### src/rtl/serial_quantizer_encoder.sv
// Serial quantizer encoder: emits {exponent, mantissa} from the leading-one location of a 32-bit word.
// Optional build macro ROUND_NEAREST_EN enables round-half-up in FIN; otherwise the mantissa is truncated.
module serial_quantizer_encoder #(
    parameter int unsigned MANT_BITS = 4,
    parameter int unsigned EXP_BITS  = 6
) (
    input  logic                          clk,
    input  logic                          rst,
    input  logic                          in_valid,
    output logic                          in_ready,
    input  logic [31:0]                   in_word,
    output logic [31:0]                   lod_word,
    input  logic [EXP_BITS-1:0]           lod_location,
    output logic                          out_valid,
    input  logic                          out_ready,
    output logic [EXP_BITS+MANT_BITS-1:0] out_code,
    output logic                          busy
);

    typedef enum logic [2:0] {IDLE, LOD1, LOD2, SHIFT, FIN, OUT} state_t;

    state_t                          state, state_next;
    logic [31:0]                     word_next;
    logic [EXP_BITS-1:0]             exp_q, exp_next;
    logic [MANT_BITS-1:0]            mant, mant_next;
    logic signed [6:0]               idx, idx_next;
    logic [3:0]                      cnt, cnt_next;
    logic [EXP_BITS+MANT_BITS-1:0]   code_next;
    logic                            valid_next;
    logic                            sel_bit;
`ifdef ROUND_NEAREST_EN
    logic [MANT_BITS:0]              rounded;
`endif

    always_ff @(posedge clk or negedge rst) begin
        if (!rst) begin
            state     <= IDLE;
            lod_word  <= '0;
            exp_q     <= '0;
            mant      <= '0;
            idx       <= '0;
            cnt       <= '0;
            out_code  <= '0;
            out_valid <= 1'b0;
        end else begin
            state     <= state_next;
            lod_word  <= word_next;
            exp_q     <= exp_next;
            mant      <= mant_next;
            idx       <= idx_next;
            cnt       <= cnt_next;
            out_code  <= code_next;
            out_valid <= valid_next;
        end
    end

    always_comb begin
        state_next = state;
        word_next  = lod_word;
        exp_next   = exp_q;
        mant_next  = mant;
        idx_next   = idx;
        cnt_next   = cnt;
        code_next  = out_code;
        valid_next = out_valid;
        in_ready   = (state == IDLE);
        busy       = (state != IDLE);
        // Negative (or out-of-range) index reads as zero: bits below bit 0 are zero-filled.
        sel_bit    = (idx[6] || idx[5]) ? 1'b0 : lod_word[idx[4:0]];
`ifdef ROUND_NEAREST_EN
        rounded    = '0;
`endif
        case (state)
            IDLE: begin
                if (in_valid) begin
                    word_next  = in_word;
                    state_next = LOD1;
                end
            end
            LOD1: state_next = LOD2;
            LOD2: begin
                exp_next = lod_location;
                if (lod_location == '0) begin
                    mant_next  = '0;
                    code_next  = '0;
                    valid_next = 1'b1;
                    state_next = OUT;
                end else begin
                    idx_next   = $signed({1'b0, lod_location}) - 7'sd2;
                    cnt_next   = '0;
                    state_next = SHIFT;
                end
            end
            SHIFT: begin
                mant_next = (mant << 1) | MANT_BITS'(sel_bit);
                idx_next  = idx - 7'sd1;
                cnt_next  = cnt + 4'd1;
                if (cnt == 4'(MANT_BITS - 1))
                    state_next = FIN;
            end
            FIN: begin
`ifdef ROUND_NEAREST_EN
                // idx now addresses the guard bit; a carry out bumps the exponent.
                rounded = {1'b0, mant} + (MANT_BITS + 1)'(sel_bit);
                if (rounded[MANT_BITS]) begin
                    if (exp_q == EXP_BITS'(32)) begin
                        mant_next = {MANT_BITS{1'b1}};
                        code_next = {exp_q, {MANT_BITS{1'b1}}};
                    end else begin
                        exp_next  = exp_q + EXP_BITS'(1);
                        mant_next = '0;
                        code_next = {exp_q + EXP_BITS'(1), {MANT_BITS{1'b0}}};
                    end
                end else begin
                    mant_next = rounded[MANT_BITS-1:0];
                    code_next = {exp_q, rounded[MANT_BITS-1:0]};
                end
`else
                code_next = {exp_q, mant};
`endif
                valid_next = 1'b1;
                state_next = OUT;
            end
            OUT: begin
                if (out_ready) begin
                    valid_next = 1'b0;
                    state_next = IDLE;
                end
            end
            default: state_next = IDLE;
        endcase
    end

endmodule
### config.mk
export PLATFORM = sky130hd
export DESIGN_NAME = serial_quantizer_encoder
export DESIGN_NICKNAME = d
export VERILOG_FILES = /design/src/rtl/serial_quantizer_encoder.sv
export SDC_FILE = /design/constraint.sdc
export NUM_CORES = 1
export LEC_CHECK = 0
export BUFFER_PORTS_ARGS = -buffer_cell sky130_fd_sc_hd__buf_2
export CAP_MARGIN = 10
export CORE_ASPECT_RATIO = 0.8
export CORE_MARGIN = 2
export CORE_UTILIZATION = 41
export CTS_BUF_LIST = sky130_fd_sc_hd__clkbuf_2 sky130_fd_sc_hd__clkbuf_4 sky130_fd_sc_hd__clkbuf_8
export CTS_CLUSTER_SIZE = 25
export DETAILED_ROUTE_END_ITERATION = 16
export PLACE_DENSITY = 0.65
export SYNTH_ARGS = -nofsm -noshare
export SYNTH_HDL_FRONTEND = slang
export SYNTH_SLANG_ARGS = --single-unit
### constraint.sdc
create_clock -name clk -period 1.99 [get_ports clk]
set_input_delay 0.2985 -clock clk [delete_from_list [all_inputs] [get_ports clk]]
set_output_delay 0.2985 -clock clk [all_outputs]
set_load 0.02 [all_outputs]
==> results of run 1 <==
## registers in the layout, indices dropped and copies added, names as in the netlist
| signal | flops |
|---|---|
| out_valid | 1 |
| lod_word | 32 |
| exp_q | 6 |
| mant | 4 |
| out_code | 10 |
| cnt | 4 |
| state | 3 |
| idx | 7 |
## per-layer routing
layer / vias up / GRT usage [%] / share of wire, %
li1: 1161 / - / -
met1: 1135 / 24.0 / 49
met2: 50 / 25.9 / 45
met3: 7 / 5.64 / 4.4
met4: 0 / 5.20 / 1.2
met5: - / 0 / 0
## final cells by class
cell class / instances / area [um2] / area share [%]
flip-flops and latches: 67 / 1680 / 42.7
multi-input cells: 184 / 1360 / 34.7
repair buffers: 95 / 526 / 13.4
well taps: 105 / 131 / 3.35
clock buffers: 9 / 124 / 3.16
clock inverters: 7 / 75.1 / 1.91
inverters: 8 / 30.0 / 0.765
## power breakdown
part           internal [mW]  total (mW)  switching, mW
sequential              2.03        2.60          0.571
clock                  0.587        1.14          0.556
combinational           1.33        2.96           1.63
total                   3.95        6.71           2.76
## through the flow
step | area [um2] | hold slack (ns) | setup WS [ns]
6_report | 3930 | 0.165 | 0.246
5_1_grt | 3930 | 0.150 | 0.0728
4_1_cts | 3930 | 0.149 | 0.256
3_5_place_dp | 3720 | 0.343 | 0.271
3_3_place_gp | 3720 | 0.343 | 0.284
2_1_floorplan | 3170 | 0.00291 | 0.204
## kinds of logic (layout without fill, tap and decap cells)
| group | Yosys count | after routing |
|---|---|---|
| buffers and inverters | 23 | 119 |
| AOI/OAI and AO/OA | 49 | 49 |
| and+or+nand+nor | 81 | 81 |
| xor gates and xnor gates | 4 | 4 |
| muxes | 47 | 47 |
| DFF | 67 | 67 |
| adders and majority gates | 3 | 3 |
## Yosys cell counts, types with 2 or more instances
master / number / area [um2]
dfrtp_1: 67 / 1680
nand2_1: 37 / 139
mux2_2: 31 / 349
o21ai_0: 14 / 70.1
a22o_1: 11 / 96.3
mux2i_1: 11 / 110
nor2_1: 10 / 37.5
inv_1: 8 / 30.0
buf_2: 7 / 35.0
nand3_1: 6 / 30.0
nor3_1: 5 / 25.0
buf_6: 4 / 45.0
o211ai_1: 4 / 30.0
a21oi_1: 3 / 15.0
a22oi_1: 3 / 22.5
and2_1: 3 / 18.8
clkbuf_1: 3 / 11.3
ha_1: 3 / 37.5
mux2_1: 3 / 33.8
nor2b_1: 3 / 18.8
or3_1: 3 / 18.8
a31oi_1: 2 / 12.5
and3_1: 2 / 12.5
mux4_2: 2 / 45.0
nand2b_1: 2 / 12.5
nor3_2: 2 / 20.0
nor3b_1: 2 / 15.0
o311ai_1: 2 / 17.5
xnor2_1: 2 / 17.5
xor2_1: 2 / 17.5
## how the worst max path moves through the flow
stage                  endpoint  slack (ns)      from
floorplan           lod_word[0]        0.20  state[1]
global placement         idx[0]        0.28  state[0]
detailed placement       idx[4]        0.27  state[1]
CTS                     mant[0]        0.26    idx[1]
global route             cnt[3]        0.07  state[1]
finish                  mant[0]        0.25    idx[1]
## critical path: cells and delay by family (launching register included)
family          cells  cell delay (ns)
mux                 1             0.55
flops               1             0.49
simple gates        2             0.31
compound gates      2             0.29
## repair_timing
| item | in CTS | in global routing |
|---|---|---|
| hold buffers | 1 | 0 |
| setup buffers | 0 | 0 |
| hold endpoints to repair | 67 | 0 |
| resized for setup | 0 | 0 |
==> results.md, run 1 <==
* CTS H-tree depth at 3
* Final ANT Viol Nets at 0
* Clock transition time at the flip-flop clock pins of the worst setup and hold paths at 0.08 ns
* Congestion Overflow GR at 0
* Syn nets at 319
* Total Nets Final at 410
* Maximum fanout along the worst path at 5
* Number of buffers inserted during clock tree synthesis at 9
* Dominant combinational cell family by area after synthesis: multiplexers
* Final hold viol count at 0
* Count of endpoints failing setup in the final report at 0
* Cell Rows at 28
* Yosys reg bits at 67
* Top library cells by usage in the layout, fill and taps aside: buf_2, dfrtp_1, nand2_1
* Post-synthesis to final-layout area growth at 24.1%
* CTS tree: built
* Leakage dissipation at 1.86 nW
* Count of cells along the worst register-to-register path at 5
* Avg Inst Size Synth at roughly 12 um2
* Finished Layout Cells at 475
* Transition time of the tightest slew-check pin at ~0.45 ns
* Post-route setup TNS at 0 ns
* Hold worst-path end: lod_word[8]
* Slowest cell on the critical path: mux4_2
* Startpoint of the most critical hold path: in_word[8]
* Vias per std cell at 4.95
* Cell area power density at 1710 nW/um2
* Total of warnings raised by yosys at 0
* Routed via count at 2353
* Horizontal die dimension at 102 um
* Clock Tree Root: clkbuf_8
* Post-DP HPWL at 4.82 mm
* DRT Wirelength at 6.66 mm
* Fraction of layout cells with a size suffix above 1 at 40.0%
* Crit path arrival time at 1.98 ns
* CP Class: flop to flop
* Period Utilization, post-route at 87.6%
* FF-to-FF End: mant[0]
* Filler cell count in the final layout at 716
* Global-route wire length before repair at 11.1 mm
* Launching point of the worst reg2reg path: idx[1]
* Initial core utilization at 42.6%
* Die outline area at approximately 8400 um2
* R2R setup slack at between 0.2 and 0.25 ns
* Achievable frequency at 573 MHz
* Main synth FF type: dfrtp_1
* Kind of path behind the tightest hold check: input pin to flop
* Max-slew headroom at 70.1%
* Cells after Synth at approximately 270
* Synth async-reset ratio at 100%
* GRT Overall Usage at 17.3%
* First-iteration detailed-routing DRC count at 133
* Final worst path period need at 1.74 ns
* Average detailed-routed wire length per instance at 14.0 um
* Result of the run: finished, final reports clean
* Post-synthesis cell area at 3160 um2
* Synthesized-area fraction occupied by adder cells at under 10%
* Post-Synth XOR/XNOR Area at 1.11%
* Final number of max-transition violations at 0
* Element type at the critical path end: flop
* Critical path's largest stage delay at 0.55 ns
* Skew final at 0.0104 ns
* Remaining design rule violation count at 0
* Category of the worst setup path launch point: flop
* EDFF count, synth at 0
* Standard cell core area at 7430 um2
* Clock Latency Late Sink at 0.35 ns
* Buffer levels on the longest clock path at 2
* Max-Cap Viols at 0
* Worst VDD drop at 0.647 mV
* Share of the core filled with cells at between 50% and 60%
* Multiplexer area fraction after synthesis at 17.0%
* Required arrival time at the worst endpoint at between 2 and 2.5 ns
* Placed Cells incl. Taps at 458
* RSZ-0062 raised after global routing: no
* Maximum number of pins on one net before global-route repair at 68
* Netlist cell types at 47
* DRT Pass-1 Iters at 4
* Die Ht at 82.6 um
* Top-level port count at 87
* Placer congestion estimate at 0.743
* TritonCTS sink count at 67
* Commonest non-fill, non-tap cell in the layout: buf_2
* Antenna Diode Count at 0
* Antenna violations before repair at 0
* Area fraction in compound gates after synthesis at roughly 11%
* CP Cell Sequence: mux4_2, and3_1, a31oi_1, nand4_1, o2bb2ai_1
* Number of port buffers at 86
* Hold Crit Depth at 2
* Simple-gate share of the synthesized area at 12.4%
* Share of the yosys chip area belonging to registers at 53.0%
* Number of global-route vias before repair at 2275
* Total power draw at 6.71 mW
(Power assumes the default switching activity.)
==> run 2, diff against run 1 <==
--- a/config.mk
+++ b/config.mk
@@ -16,2 +16,3 @@
 export PLACE_DENSITY = 0.65
+export REMOVE_ABC_BUFFERS = 1
 export SYNTH_ARGS = -nofsm -noshare
==> constraint.sdc (replaced) <==
create_clock -name clk -period 1.99 [get_ports clk]
set_input_delay 0.0995 -clock clk [delete_from_list [all_inputs] [get_ports clk]]
set_output_delay 0.0995 -clock clk [all_outputs]
set_load 0.02 [all_outputs]
==> results.md, run 2 (synthesis results as in run 1) <==
* Antenna Diode Count at 0 (unchanged)
* Global-route wire length before repair at 11.5 mm (+3.8%)
* Worst Setup Slack post-DPL at 0.194 ns (-0.0768 ns)
* Horizontal die dimension at 102 um (unchanged)
* Initial core utilization at 42.6% (unchanged)
* Top-level port count at 87 (unchanged)
* Count of endpoints failing setup in the final report at 0 (unchanged)
* First-iteration detailed-routing DRC count at 88 (-34%)
* Post-DP HPWL at 5.11 mm (+6.1%)
* Placed Cells incl. Taps at 460 (+0.44%)
* CTS H-tree depth at 3 (unchanged)
* Worst VDD drop at 0.685 mV (+5.9%)
* Total power draw at 6.81 mW (+1.5%)
* GRT Overall Usage at 18.0% (+0.67 points)
* Total Nets Final at 444 (+8.3%)
* Post-route setup TNS at 0 ns (unchanged)
* CP Class: flop to flop
* Finished Layout Cells at 509 (+7.2%)
* Crit path arrival time at 2.05 ns (+0.07 ns)
* Max FFs per register at 32 (unchanged)
* Congestion Overflow GR at 0 (unchanged)
* DRT Pass-1 Iters at 4 (unchanged)
* Cell area power density at 1600 nW/um2 (-6.4%)
* Result of the run: finished, final reports clean
* Die Ht at 82.6 um (unchanged)
* Final number of max-transition violations at 0 (unchanged)
* Hold worst-path end: exp_q[5]
* Clock Latency Late Sink at 0.35 ns (about the same)
* Element type at the critical path end: flop
* Clock Tree Root: clkbuf_8
* Count of cells along the worst register-to-register path at 5 (unchanged)
* RSZ-0062 raised after global routing: no
* Largest registers: lod_word: 32 flops, out_code: 10 flops, idx: 7 flops
* Buffer levels on the longest clock path at 2 (unchanged)
* Number of port buffers at 86 (unchanged)
* Crit path setup slack, layout at 0.174 ns (-0.0725 ns)
* Clock transition time at the flip-flop clock pins of the worst setup and hold paths at 0.08 ns (about the same)
* Antenna violations before repair at 0 (unchanged)
* R2R setup slack at 0.17 ns (-0.07 ns)
* Kind of path behind the tightest hold check: input pin to flop
* Top library cells by usage in the layout, fill and taps aside: buf_2, dfrtp_1, nand2_1
* Filler cell count in the final layout at 675 (-5.7%)
* Final hold viol count at 0 (unchanged)
* Die outline area at 8440 um2 (unchanged)
* Share of the core filled with cells at 57.3% (+4.5 points)
* Max-Cap Viols at 0 (unchanged)
* Required arrival time at the worst endpoint at 2.22 ns (about the same)
* Leakage dissipation at 2.00 nW (+7.3%)
* Hold Crit Depth at 3 (+1)
* Register ranked first by flip-flop count: lod_word
* Remaining design rule violation count at 0 (unchanged)
* Routed via count at 2534 (+7.7%)
* Final worst path period need at 1.82 ns (+0.0725 ns)
* FF-to-FF End: mant[0]
* Placer congestion estimate at 0.835 (+12%)
* Startpoint of the most critical hold path: lod_location[5]
* DRT Wirelength at 7.19 mm (+8.0%)
* Achievable frequency at 551 MHz (-4.0%)
* Period Utilization, post-route at 91.3% (+3.6 points)
* Cell Rows at 28 (unchanged)
* Setup fix buffers added after clock tree synthesis at 0 (unchanged)
* Standard cell core area at 7430 um2 (unchanged)
* Post-synthesis to final-layout area growth at 34.6%
* TritonCTS sink count at 67 (unchanged)
* Vias per std cell at 4.98 (+0.50%)
* Number of buffers inserted during clock tree synthesis at 9 (unchanged)
* Commonest non-fill, non-tap cell in the layout: buf_2
* Number of global-route vias before repair at 2421 (+6.4%)
* Category of the worst setup path launch point: flop
* Fraction of layout cells with a size suffix above 1 at 36.9% (-3.1 points)
* Launching point of the worst reg2reg path: idx[1]
* Transition time of the tightest slew-check pin at 0.551 ns (+0.103 ns)
* Average detailed-routed wire length per instance at 14.1 um (+0.77%)
* Maximum number of pins on one net before global-route repair at 45 (-34%)
* Maximum fanout along the worst path at 4 (-1)
* CTS tree: built
* Max-slew headroom at 63.3% (-6.8 points)
* Skew final at 0.00825 ns (-0.00219 ns)
* Final ANT Viol Nets at 0 (unchanged)
run 2: cell count changes in the layout (fill, tap and decap cells not counted):
| cell | change |
|---|---|
| dlygate4sd3_1 | +32 |
| buf_4 | +2 |
| clkinvlp_4 | +2 |
| clkinv_2 | -1 |
| inv_6 | -1 |
| nor3_1 | +1 |
| nor3_2 | -1 |
run 2: cell type report:
type                    count  area, um2  area share [%]
clock buffers               9        124            2.91
multi-input cells         184       1360            31.9
flip-flops and latches     67       1680            39.4
clock inverters             7       76.3            1.79
inverters                   8       30.0           0.705
well taps                 105        131            3.09
repair buffers            129        861            20.2
run 2: what timing repair did:
item | in CTS | in global routing
hold buffers | 33 | 0
resized for setup | 0 | 0
endpoints found under the hold margin | 55 | 0
run 2: per-stage QoR:
step	instance area, um2	hold slack (ns)
2_1_floorplan	3060	-0.196
3_3_place_gp	3730	0.119
3_5_place_dp	3730	0.117
4_1_cts	4260	0.00631
5_1_grt	4260	0.0324
6_report	4260	0.0125
run 2: where the power goes:
group	switching (mW)	leakage, nW	internal [mW]
logic	1.69	1.09	1.40
registers	0.550	0.814	2.03
clock network	0.557	0.0958	0.584
run 2: worst max-delay path: stages (launching register included):
cell and delay (ns):
dfrtp_1 0.48, mux4_2 0.52, and3_1 0.19, a31oi_1 0.21
nand4_1 0.15, o2bb2ai_1 0.16
run 2: layer usage:
metal / vias up / wire length (um) / part of all wire, % / GRT usage (%)
met5: - / 0 / 0 / 0
met4: 0 / 124 / 1.7 / 7.20
met3: 12 / 423 / 5.9 / 4.63
met2: 74 / 3220 / 45 / 28.4
met1: 1206 / 3430 / 48 / 23.8
li1: 1242 / - / - / -
run 2: worst max path at each step:
stage | startpoint | to | slack, ns
4_1_cts | idx[1] | mant[0] | 0.19
5_1_grt | state[1] | idx[4] | 0.11
6_report | idx[1] | mant[0] | 0.17
2_1_floorplan | state[0] | lod_word[0] | -0.51
3_3_place_gp | idx[1] | mant[0] | 0.24
3_5_place_dp | idx[1] | mant[0] | 0.19
==> run 3, diff against run 2 <==
Settings changed: HOLD_SLACK_MARGIN set to 0.15.
==> results.md, run 3 (synthesis results as in run 1) <==
* Result of the run: finished, final reports clean
* Final worst path period need at 1.81 ns (-0.00301 ns)
* Leakage dissipation at 2.03 nW (+1.5%)
* Clock Latency Late Sink at 0.35 ns (about the same)
* Max FFs per register at 32 (unchanged)
* RSZ-0062 raised after global routing: no
* Largest registers: lod_word: 32 flops, out_code: 10 flops, idx: 7 flops
* Required arrival time at the worst endpoint at 2.22 ns (about the same)
* Commonest non-fill, non-tap cell in the layout: buf_2
* TritonCTS sink count at 67 (unchanged)
* Finished Layout Cells at 516 (+1.4%)
* Worst VDD drop at 0.685 mV (about the same)
* Top-level port count at 87 (unchanged)
* Count of endpoints failing setup in the final report at 0 (unchanged)
* Hold Crit Depth at 4 (+1)
* Die Ht at 82.6 um (unchanged)
* First-iteration detailed-routing DRC count at 131 (+49%)
* Post-DP HPWL at 5.11 mm (unchanged)
* Fraction of layout cells with a size suffix above 1 at 36.3% (-0.63 points)
* Category of the worst setup path launch point: flop
* Post-route setup TNS at 0 ns (unchanged)
* Vias per std cell at 4.95 (-0.62%)
* Average detailed-routed wire length per instance at 14.1 um (-0.51%)
* Clock Tree Root: clkbuf_8
* Standard cell core area at 7430 um2 (unchanged)
* Max-slew headroom at 63.3% (about the same)
* Top library cells by usage in the layout, fill and taps aside: buf_2, dfrtp_1, dlygate4sd3_1
* Element type at the critical path end: flop
* Maximum number of pins on one net before global-route repair at 45 (unchanged)
* FF-to-FF End: mant[0]
* Placer congestion estimate at 0.835 (unchanged)
* Cell area power density at 1570 nW/um2 (-1.6%)
* Total Nets Final at 451 (+1.6%)
* Final hold viol count at 0 (unchanged)
* Initial core utilization at 42.6% (unchanged)
* Antenna Diode Count at 0 (unchanged)
* DRT Pass-1 Iters at 4 (unchanged)
* Max-Cap Viols at 0 (unchanged)
* Setup fix buffers added after clock tree synthesis at 0 (unchanged)
* DRT Wirelength at 7.26 mm (+0.86%)
* Slowest cell on the critical path: mux4_2
* Maximum fanout along the worst path at 4 (unchanged)
* GRT Overall Usage at 18.1% (+0.15 points)
* Cell Rows at 28 (unchanged)
* Achievable frequency at 551 MHz (+0.17%)
* Register ranked first by flip-flop count: lod_word
* Placed Cells incl. Taps at 460 (unchanged)
* Clock transition time at the flip-flop clock pins of the worst setup and hold paths at 0.08 ns (about the same)
* CP Cell Sequence: mux4_2, and3_1, a31oi_1, nand4_1, o2bb2ai_1
* Period Utilization, post-route at 91.1% (-0.15 points)
* CP Class: flop to flop
* Horizontal die dimension at 102 um (unchanged)
* Remaining design rule violation count at 0 (unchanged)
* R2R setup slack at 0.18 ns (about the same)
* CP startpoint: idx[1]
* Critical path's largest stage delay at 0.52 ns (about the same)
* Die outline area at 8440 um2 (unchanged)
* Skew final at 0.00828 ns (+0.0000277 ns)
* Total power draw at 6.81 mW (about the same)
* Congestion Overflow GR at 0 (unchanged)
* Number of port buffers at 86 (unchanged)
* Number of global-route vias before repair at 2429 (+0.33%)
* Crit path arrival time at 2.05 ns (about the same)
* Capture point of the critical path: mant[0]
* Routed via count at 2553 (+0.75%)
* Filler cell count in the final layout at 666 (-1.3%)
* Buffer levels on the longest clock path at 2 (unchanged)
* Kind of path behind the tightest hold check: input pin to flop
* Transition time of the tightest slew-check pin at 0.551 ns (+0.000385 ns)
* CTS H-tree depth at 3 (unchanged)
* Antenna violations before repair at 0 (unchanged)
* CTS tree: built
* Final ANT Viol Nets at 0 (unchanged)
* Post-synthesis to final-layout area growth at 36.8%
* Launching point of the worst reg2reg path: idx[1]
* Number of buffers inserted during clock tree synthesis at 9 (unchanged)
* Count of cells along the worst register-to-register path at 5 (unchanged)
* Global-route wire length before repair at 11.6 mm (+0.90%)
* Final number of max-transition violations at 0 (unchanged)
-- run 3: cell types whose count changed in the layout (fill, tap and decap cells not counted), sizes merged --
cell         change
dlygate4sd3      +7
-- run 3: timing repair --
action | in CTS | in global routing
endpoints found under the setup margin | 0 | 0
gates resized for setup | 0 | 0
hold buffers | 40 | 0
hold endpoints to repair | 65 | 0
-- run 3: cell type report --
class | instances | area (um2) | area share (%)
Tap cell | 105 | 131 | 3.04
Timing Repair Buffer | 136 | 931 | 21.5
Clock buffer | 9 | 124 | 2.86
Clock inverter | 7 | 76.3 | 1.76
Multi-Input combinational cell | 184 | 1360 | 31.4
Inverter | 8 | 30.0 | 0.694
Sequential cell | 67 | 1680 | 38.8
-- run 3: worst min path at each step --
stage / start / end / slack (ns)
after floorplan: rst / cnt[0] / -0.20
after global placement: rst / out_code[3] / 0.12
after detailed placement: rst / out_code[3] / 0.12
after CTS: in_valid / state[0] / 0.16
after global routing: in_valid / state[0] / 0.18
final: in_valid / state[0] / 0.16
-- run 3: per-layer routing --
| metal | routed length (um) | up-vias | GRT usage [%] |
|---|---|---|---|
| li1 | - | 1257 | - |
| met4 | 125 | 0 | 7.20 |
| met3 | 418 | 12 | 4.71 |
| met1 | 3450 | 1213 | 24.3 |
| met5 | 0 | - | 0 |
| met2 | 3260 | 71 | 28.2 |
-- run 3: worst max-delay path, delay by kind of cell (launching register included) --
family	cells	cell delay, ns
flops	1	0.48
mux	1	0.52
compound gates	2	0.37
simple gates	2	0.34
-- run 3: where the power goes --
part,internal [mW],switching [mW]
combinational,1.41,1.69
clock,0.584,0.548
sequential,2.03,0.551
total,4.02,2.79
-- run 3: through the flow --
stage	worst slack [ns]	util, %	area (um2)	hold slack [ns]
3_3_place_gp	0.237	50.2	3730	0.119
2_1_floorplan	-0.512	-	3060	-0.196
3_5_place_dp	0.194	50.2	3730	0.117
5_1_grt	0.107	58.3	4330	0.184
6_report	0.177	58.3	4330	0.163
4_1_cts	0.190	58.3	4330	0.158
